==> config.mk <==
export PLATFORM = sky130hd
export DESIGN_NAME = mem_port_arb_flat
export DESIGN_NICKNAME = d
export VERILOG_FILES = /design/src/rtl/mem_port_arb_if.sv /design/src/rtl/mem_port_arb.sv /design/src/flat_wrapper.sv
export SDC_FILE = /design/constraint.sdc
export NUM_CORES = 1
export LEC_CHECK = 0
export CAP_MARGIN = 20
export CORE_AREA = 3 3 118 120
export CTS_BUF_LIST = sky130_fd_sc_hd__clkbuf_8
export DETAILED_ROUTE_END_ITERATION = 8
export DIE_AREA = 0 0 121 123
export PLACE_DENSITY_LB_ADDON = 0.2
export SLEW_MARGIN = 20
export SYNTH_ARGS = -nofsm -noshare
export SYNTH_HDL_FRONTEND = slang
export SYNTH_SLANG_ARGS = --single-unit
==> constraint.sdc <==
create_clock -name clk -period 1.8 [get_ports clk]
set_input_delay 0.45 -clock clk [delete_from_list [all_inputs] [get_ports clk]]
set_output_delay 0.45 -clock clk [all_outputs]
set_load 0.01 [all_outputs]
==> src/rtl/mem_port_arb_if.sv <==
// Request/response and memory-bus signal bundle for mem_port_arb.
// slave is the arbiter's view; master is the view of the requesters and the bus.
interface mem_port_arb_if #(
  parameter int AW = 32,
  parameter int DW = 32
);
  localparam int SW = DW / 8;

  logic [1:0]      req_valid_i;
  logic [1:0]      req_ready_o;
  logic [2*AW-1:0] req_addr_i;
  logic [2*DW-1:0] req_wdata_i;
  logic [1:0]      req_we_i;
  logic [2*SW-1:0] req_wstrb_i;
  logic [1:0]      resp_valid_o;
  logic [DW-1:0]   resp_rdata_o;

  logic            m_valid_o;
  logic            m_ready_i;
  logic [AW-1:0]   m_addr_o;
  logic [DW-1:0]   m_wdata_o;
  logic            m_we_o;
  logic [SW-1:0]   m_wstrb_o;
  logic            m_rvalid_i;
  logic [DW-1:0]   m_rdata_i;

  modport slave (
    input  req_valid_i, req_addr_i, req_wdata_i, req_we_i, req_wstrb_i,
    input  m_ready_i, m_rvalid_i, m_rdata_i,
    output req_ready_o, resp_valid_o, resp_rdata_o,
    output m_valid_o, m_addr_o, m_wdata_o, m_we_o, m_wstrb_o
  );

  modport master (
    output req_valid_i, req_addr_i, req_wdata_i, req_we_i, req_wstrb_i,
    output m_ready_i, m_rvalid_i, m_rdata_i,
    input  req_ready_o, resp_valid_o, resp_rdata_o,
    input  m_valid_o, m_addr_o, m_wdata_o, m_we_o, m_wstrb_o
  );
endinterface

==> src/rtl/mem_port_arb.sv <==
// Arbitrates IF (port 0) and LSU (port 1) onto one memory bus, one transaction outstanding.
// Accept -> m_valid next cycle; response pulses one cycle after m_rvalid; requesters stall until the bus answers.
module mem_port_arb #(
  parameter int AW = 32,
  parameter int DW = 32,
  parameter bit RR = 1'b1
) (
  input logic           clk,
  input logic           rst_n,
  mem_port_arb_if.slave bus
);
  localparam int SW = DW / 8;

  typedef enum logic [1:0] {
    IDLE  = 2'd0,
    ISSUE = 2'd1,
    WAIT  = 2'd2
  } state_t;

  state_t        state_q;
  logic          last_gnt_q;
  logic          owner_q;
  logic          m_valid_q;
  logic          m_we_q;
  logic [AW-1:0] m_addr_q;
  logic [DW-1:0] m_wdata_q;
  logic [SW-1:0] m_wstrb_q;
  logic [1:0]    resp_valid_q;
  logic [DW-1:0] resp_rdata_q;

  logic          any_vld;
  logic          win;
  logic [AW-1:0] addr_d;
  logic [DW-1:0] wdata_d;
  logic          we_d;
  logic [SW-1:0] wstrb_d;

  // On a tie, round-robin favours the port that did not win last time.
  always_comb begin
    any_vld = |bus.req_valid_i;
    win     = bus.req_valid_i[1];
    if (&bus.req_valid_i) begin
      win = RR ? ~last_gnt_q : 1'b1;
    end
  end

  assign addr_d  = win ? bus.req_addr_i[AW +: AW]  : bus.req_addr_i[0 +: AW];
  assign wdata_d = win ? bus.req_wdata_i[DW +: DW] : bus.req_wdata_i[0 +: DW];
  assign we_d    = win ? bus.req_we_i[1]           : bus.req_we_i[0];
  assign wstrb_d = win ? bus.req_wstrb_i[SW +: SW] : bus.req_wstrb_i[0 +: SW];

  assign bus.req_ready_o = (state_q == IDLE && any_vld) ? {win, ~win} : 2'b00;

  always_ff @(posedge clk or negedge rst_n) begin
    if (!rst_n) begin
      state_q      <= IDLE;
      last_gnt_q   <= 1'b1;
      owner_q      <= 1'b0;
      m_valid_q    <= 1'b0;
      m_we_q       <= 1'b0;
      m_addr_q     <= '0;
      m_wdata_q    <= '0;
      m_wstrb_q    <= '0;
      resp_valid_q <= 2'b00;
      resp_rdata_q <= '0;
    end else begin
      resp_valid_q <= 2'b00;
      case (state_q)
        IDLE: begin
          if (any_vld) begin
            m_addr_q   <= addr_d;
            m_wdata_q  <= wdata_d;
            m_we_q     <= we_d;
            m_wstrb_q  <= wstrb_d;
            owner_q    <= win;
            last_gnt_q <= win;
            m_valid_q  <= 1'b1;
            state_q    <= ISSUE;
          end
        end
        ISSUE: begin
          if (bus.m_ready_i) begin
            m_valid_q <= 1'b0;
            state_q   <= WAIT;
          end
        end
        WAIT: begin
          if (bus.m_rvalid_i) begin
            resp_valid_q <= owner_q ? 2'b10 : 2'b01;
            resp_rdata_q <= bus.m_rdata_i;
            state_q      <= IDLE;
          end
        end
        default: begin
          m_valid_q <= 1'b0;
          state_q   <= IDLE;
        end
      endcase
    end
  end

  assign bus.m_valid_o    = m_valid_q;
  assign bus.m_addr_o     = m_addr_q;
  assign bus.m_wdata_o    = m_wdata_q;
  assign bus.m_we_o       = m_we_q;
  assign bus.m_wstrb_o    = m_wstrb_q;
  assign bus.resp_valid_o = resp_valid_q;
  assign bus.resp_rdata_o = resp_rdata_q;
endmodule

==> src/flat_wrapper.sv <==
// flat-port wrapper written by rule: the top's interface ports become plain ports
module mem_port_arb_flat 
#(
  parameter int AW = 32,
  parameter int DW = 32,
  parameter bit RR = 1'b1
)
  (clk, rst_n, bus_req_valid_i, bus_req_addr_i, bus_req_wdata_i, bus_req_we_i, bus_req_wstrb_i, bus_m_ready_i, bus_m_rvalid_i, bus_m_rdata_i, bus_req_ready_o, bus_resp_valid_o, bus_resp_rdata_o, bus_m_valid_o, bus_m_addr_o, bus_m_wdata_o, bus_m_we_o, bus_m_wstrb_o);
  mem_port_arb_if #(.AW(AW), .DW(DW)) bus_i ();
  input logic clk;
  input logic rst_n;
  input wire logic [$bits(bus_i.req_valid_i)-1:0] bus_req_valid_i;
  input wire logic [$bits(bus_i.req_addr_i)-1:0] bus_req_addr_i;
  input wire logic [$bits(bus_i.req_wdata_i)-1:0] bus_req_wdata_i;
  input wire logic [$bits(bus_i.req_we_i)-1:0] bus_req_we_i;
  input wire logic [$bits(bus_i.req_wstrb_i)-1:0] bus_req_wstrb_i;
  input wire logic [$bits(bus_i.m_ready_i)-1:0] bus_m_ready_i;
  input wire logic [$bits(bus_i.m_rvalid_i)-1:0] bus_m_rvalid_i;
  input wire logic [$bits(bus_i.m_rdata_i)-1:0] bus_m_rdata_i;
  output wire logic [$bits(bus_i.req_ready_o)-1:0] bus_req_ready_o;
  output wire logic [$bits(bus_i.resp_valid_o)-1:0] bus_resp_valid_o;
  output wire logic [$bits(bus_i.resp_rdata_o)-1:0] bus_resp_rdata_o;
  output wire logic [$bits(bus_i.m_valid_o)-1:0] bus_m_valid_o;
  output wire logic [$bits(bus_i.m_addr_o)-1:0] bus_m_addr_o;
  output wire logic [$bits(bus_i.m_wdata_o)-1:0] bus_m_wdata_o;
  output wire logic [$bits(bus_i.m_we_o)-1:0] bus_m_we_o;
  output wire logic [$bits(bus_i.m_wstrb_o)-1:0] bus_m_wstrb_o;
  assign bus_i.req_valid_i = bus_req_valid_i;
  assign bus_i.req_addr_i = bus_req_addr_i;
  assign bus_i.req_wdata_i = bus_req_wdata_i;
  assign bus_i.req_we_i = bus_req_we_i;
  assign bus_i.req_wstrb_i = bus_req_wstrb_i;
  assign bus_i.m_ready_i = bus_m_ready_i;
  assign bus_i.m_rvalid_i = bus_m_rvalid_i;
  assign bus_i.m_rdata_i = bus_m_rdata_i;
  assign bus_req_ready_o = bus_i.req_ready_o;
  assign bus_resp_valid_o = bus_i.resp_valid_o;
  assign bus_resp_rdata_o = bus_i.resp_rdata_o;
  assign bus_m_valid_o = bus_i.m_valid_o;
  assign bus_m_addr_o = bus_i.m_addr_o;
  assign bus_m_wdata_o = bus_i.m_wdata_o;
  assign bus_m_we_o = bus_i.m_we_o;
  assign bus_m_wstrb_o = bus_i.m_wstrb_o;
  mem_port_arb #(.AW(AW), .DW(DW), .RR(RR)) u_core (.clk(clk), .rst_n(rst_n), .bus(bus_i));
endmodule
==> reports/results.tsv <==
metric	value	unit
CTS Buf Count	9	
Synth area leader	dfrtp_1	
layout cells sized above 1	34.5	%
worst setup path class	flip-flop to output pin	
distinct cell type count after synthesis	18	
Syn Area/Cell	16.1	sq um
die width	121	um
Post-Synthesis Cell Area	5120	sq um
DR WL met2	7620	um
Die Ht	123	um
routed wire length	13900	um
Hold Vio Cnt, Final	0	
crit path launch type	flip-flop	
io pins	282	
crit-path cells	a21bo_4 -> nor2b_4 -> buf_6	
residual DRC count	0	
routed len/inst	17.5	um
run status	finished, violations left	
max_cap viols	0	
Worst-Skew Late Latency	0.37	ns
register area	2700	sq um
Finish-stage setup viols	2	
top-area cell type share of the netlist area	52.2	%
Tcrit/Tclk final	101	%
M1 WL	4800	um
Final Skew	0.00973	ns
area occupied by multi-input gates	2310	sq um
initial antenna violation count	0	
Post-Place Cells	771	
register area share after synthesis	52.8	%
Clock power frac	12.1	%
worst path arrival time	1.36	ns
Max VDD drop	542	uV
Root Buffer	clkbuf_8	
Initial Utilization	39.2	%
Max transition margin	60.7	%
YS warnings	0	
cts hold-fix bufs	0	
crit path capture type	output pin	
Hold WC Path Type	input pin to async pin	
Core Box Area	13100	sq um
failing checks	negative setup slack	
Layout area overhead	66.9	%
post-synthesis cell count	318	
Max Used Layer	met4	
Reg clk slew, reported paths	0.10	ns
GRT Total Usage	18.0	%
DRT Pass-1 Iters	4	
pre-CTS setup slack	-0.612	ns
pins over their slew limit	0	
WHS	0.110	ns
vias per cell	4.73	
# port buffers	281	
Ant. Diodes	0	
leak pwr	0.00384	uW
Filler Cells Inserted	972	
first-pass GRT wire length	20600	um
Worst path slowest cell	dfstp_2	
Post-Layout Cell Count	793	
synthesized flop and latch total	108	
CTS tree	built	
slowest stage delay, CP	0.57	ns
final worst path period need	1.81	ns
Synth Net Count	494	
Die ar.	14900	sq um
Iter 0 DRT Violations	154	
Slew @ Worst Pin	0.589	ns
CTS Sinks	108	
RSZ-0062 raised after global routing	yes	
Flop pwr share	34.6	%
synth top area cells	dfrtp_1 (52%), mux2_2 (22%), mux2_4 (20%)	
Routed Antenna Nets	0	
switching share of power	31.0	%
required time of the critical path	1.35	ns
gpl congestion	0.752	
site row count	42	
Psw	3840	uW
vias in the first global route	4009	
final setup margin	-0.0136	ns
worst path buffer plus inverter count	1	
largest net degree at the start of global routing	109	
H-tree levels	3	
Internal	8530	uW
total grt overflow	0	
Clock Tree Buf Depth	2	
hpwl dp	10300	um
Vias	3753	
fin nets	788	
metal3 WL	1120	um
fmax	0.551	GHz
pwr dens	1450	nW/um^2
family with the most delay on the worst path	flip-flops	
critical path fanouts, max	4	
Comb power frac	53.2	%
-- cell usage after synthesis --
| master | count |
|---|---|
| a21bo_1 | 1 |
| o21ai_2 | 1 |
| buf_2 | 10 |
| nor2b_1 | 1 |
| nor2_1 | 5 |
| inv_1 | 1 |
| nor3_1 | 1 |
| dfstp_2 | 1 |
| a21o_1 | 1 |
| nand3b_1 | 1 |
| dfrtp_1 | 107 |
| o21ai_0 | 2 |
| mux2_2 | 102 |
| a21oi_1 | 1 |
| nand2_1 | 6 |
| mux2_4 | 68 |
| buf_6 | 8 |
| a31oi_1 | 1 |
-- what timing repair did --
action | 4_1_cts | 5_1_grt
resized for setup | 21 | 17
setup buffers | 2 | 1
cloned | 2 | 1
pin swaps | 1 | 2
endpoints found under the setup margin | 73 | 75
-- per-stage QoR --
step                      utilization [%]  TNS [ns]  power [uW]  area, sq um
after detailed placement             62.5    -34.10       10900         8180
final                                65.4   -0.0247       12400         8550
after global routing                 65.4     -1.34       13100         8550
after global placement               62.5    -32.06       10700         8180
after floorplan                         -         0        7330         5120
after CTS                            64.7   -0.0720       12500         8470
-- power groups by stage --
stage / logic [uW] / clock network [uW] / registers [uW]
final: 6590 / 1500 / 4290
after global routing: 7010 / 1650 / 4430
after CTS: 6670 / 1570 / 4290
after detailed placement: 6550 / 0 / 4340
after global placement: 6460 / 0 / 4270
after floorplan: 2470 / 0 / 4860
-- worst reg2reg max path, cell delays in order (launching register included) --
cell and delay [ns]:
dfstp_2 0.57, a21bo_4 0.17, clkbuf_8 0.33, mux2_4 0.35, mux2_2 0.26
-- per-layer routing --
metal  up-vias  global-route usage (%)
li1       1719                       -
met2       159                    34.0
met5         -                       0
met1      1850                    18.4
met4         0                    7.51
met3        25                    5.54
-- final timing paths --
check,start,endpoint,slack [ns],cells after the start
setup / recovery,u_core.last_gnt_q,bus_req_ready_o[0],-0.01,3
hold / removal,rst_n,u_core.bus.m_addr_o[23],0.11,2
hold reg to reg,u_core.owner_q,u_core.bus.resp_valid_o[0],0.46,1
max in group asynchronous,rst_n,u_core.bus.m_addr_o[12],1.22,2
min in group clk,u_core.owner_q,u_core.bus.resp_valid_o[0],0.46,1
setup reg to reg,u_core.last_gnt_q,u_core.bus.m_addr_o[31],0.01,4
-- placed cells by master (no fill, tap or decap), types with 2 or more instances in the layout --
cell type	synthesis	final
clkdlybuf4s50_1	0	259
dfrtp_1	107	107
mux2_2	102	102
mux2_4	68	68
dlymetal6s2s_1	0	14
buf_4	0	12
clkbuf_8	0	11
nand2_1	6	6
nor2_1	5	5
dlygate4sd2_1	0	5
clkinvlp_4	0	3
buf_16	0	3
buf_12	0	3
inv_1	1	2
o21ai_0	2	2
-- sequential cells by signal (all words and copies together) (netlist names) --
name                     count
u_core.bus.m_addr_o         32
u_core.bus.m_wdata_o        32
u_core.bus.resp_rdata_o     32
u_core.bus.m_wstrb_o         4
u_core.bus.resp_valid_o      2
u_core.state_q               2
u_core.bus.m_valid_o         1
u_core.bus.m_we_o            1
u_core.last_gnt_q            1
u_core.owner_q               1
-- cell type report --
cell class	instances	area share [%]
sequential	108	31.6
tap	176	2.57
clock buffer	10	1.61
multi-input combinational	191	27.0
clock inverter	6	0.761
inverter	1	0.0439
timing repair buffer	301	36.4
-- cell families after synthesis --
family          share of synthesized area [%]
flops                                    52.8
buf+inv                                  2.81
compound gates                          0.928
mux                                      42.3
simple gates                             1.17
No activity file was read; power rests on OpenSTA's default activity.
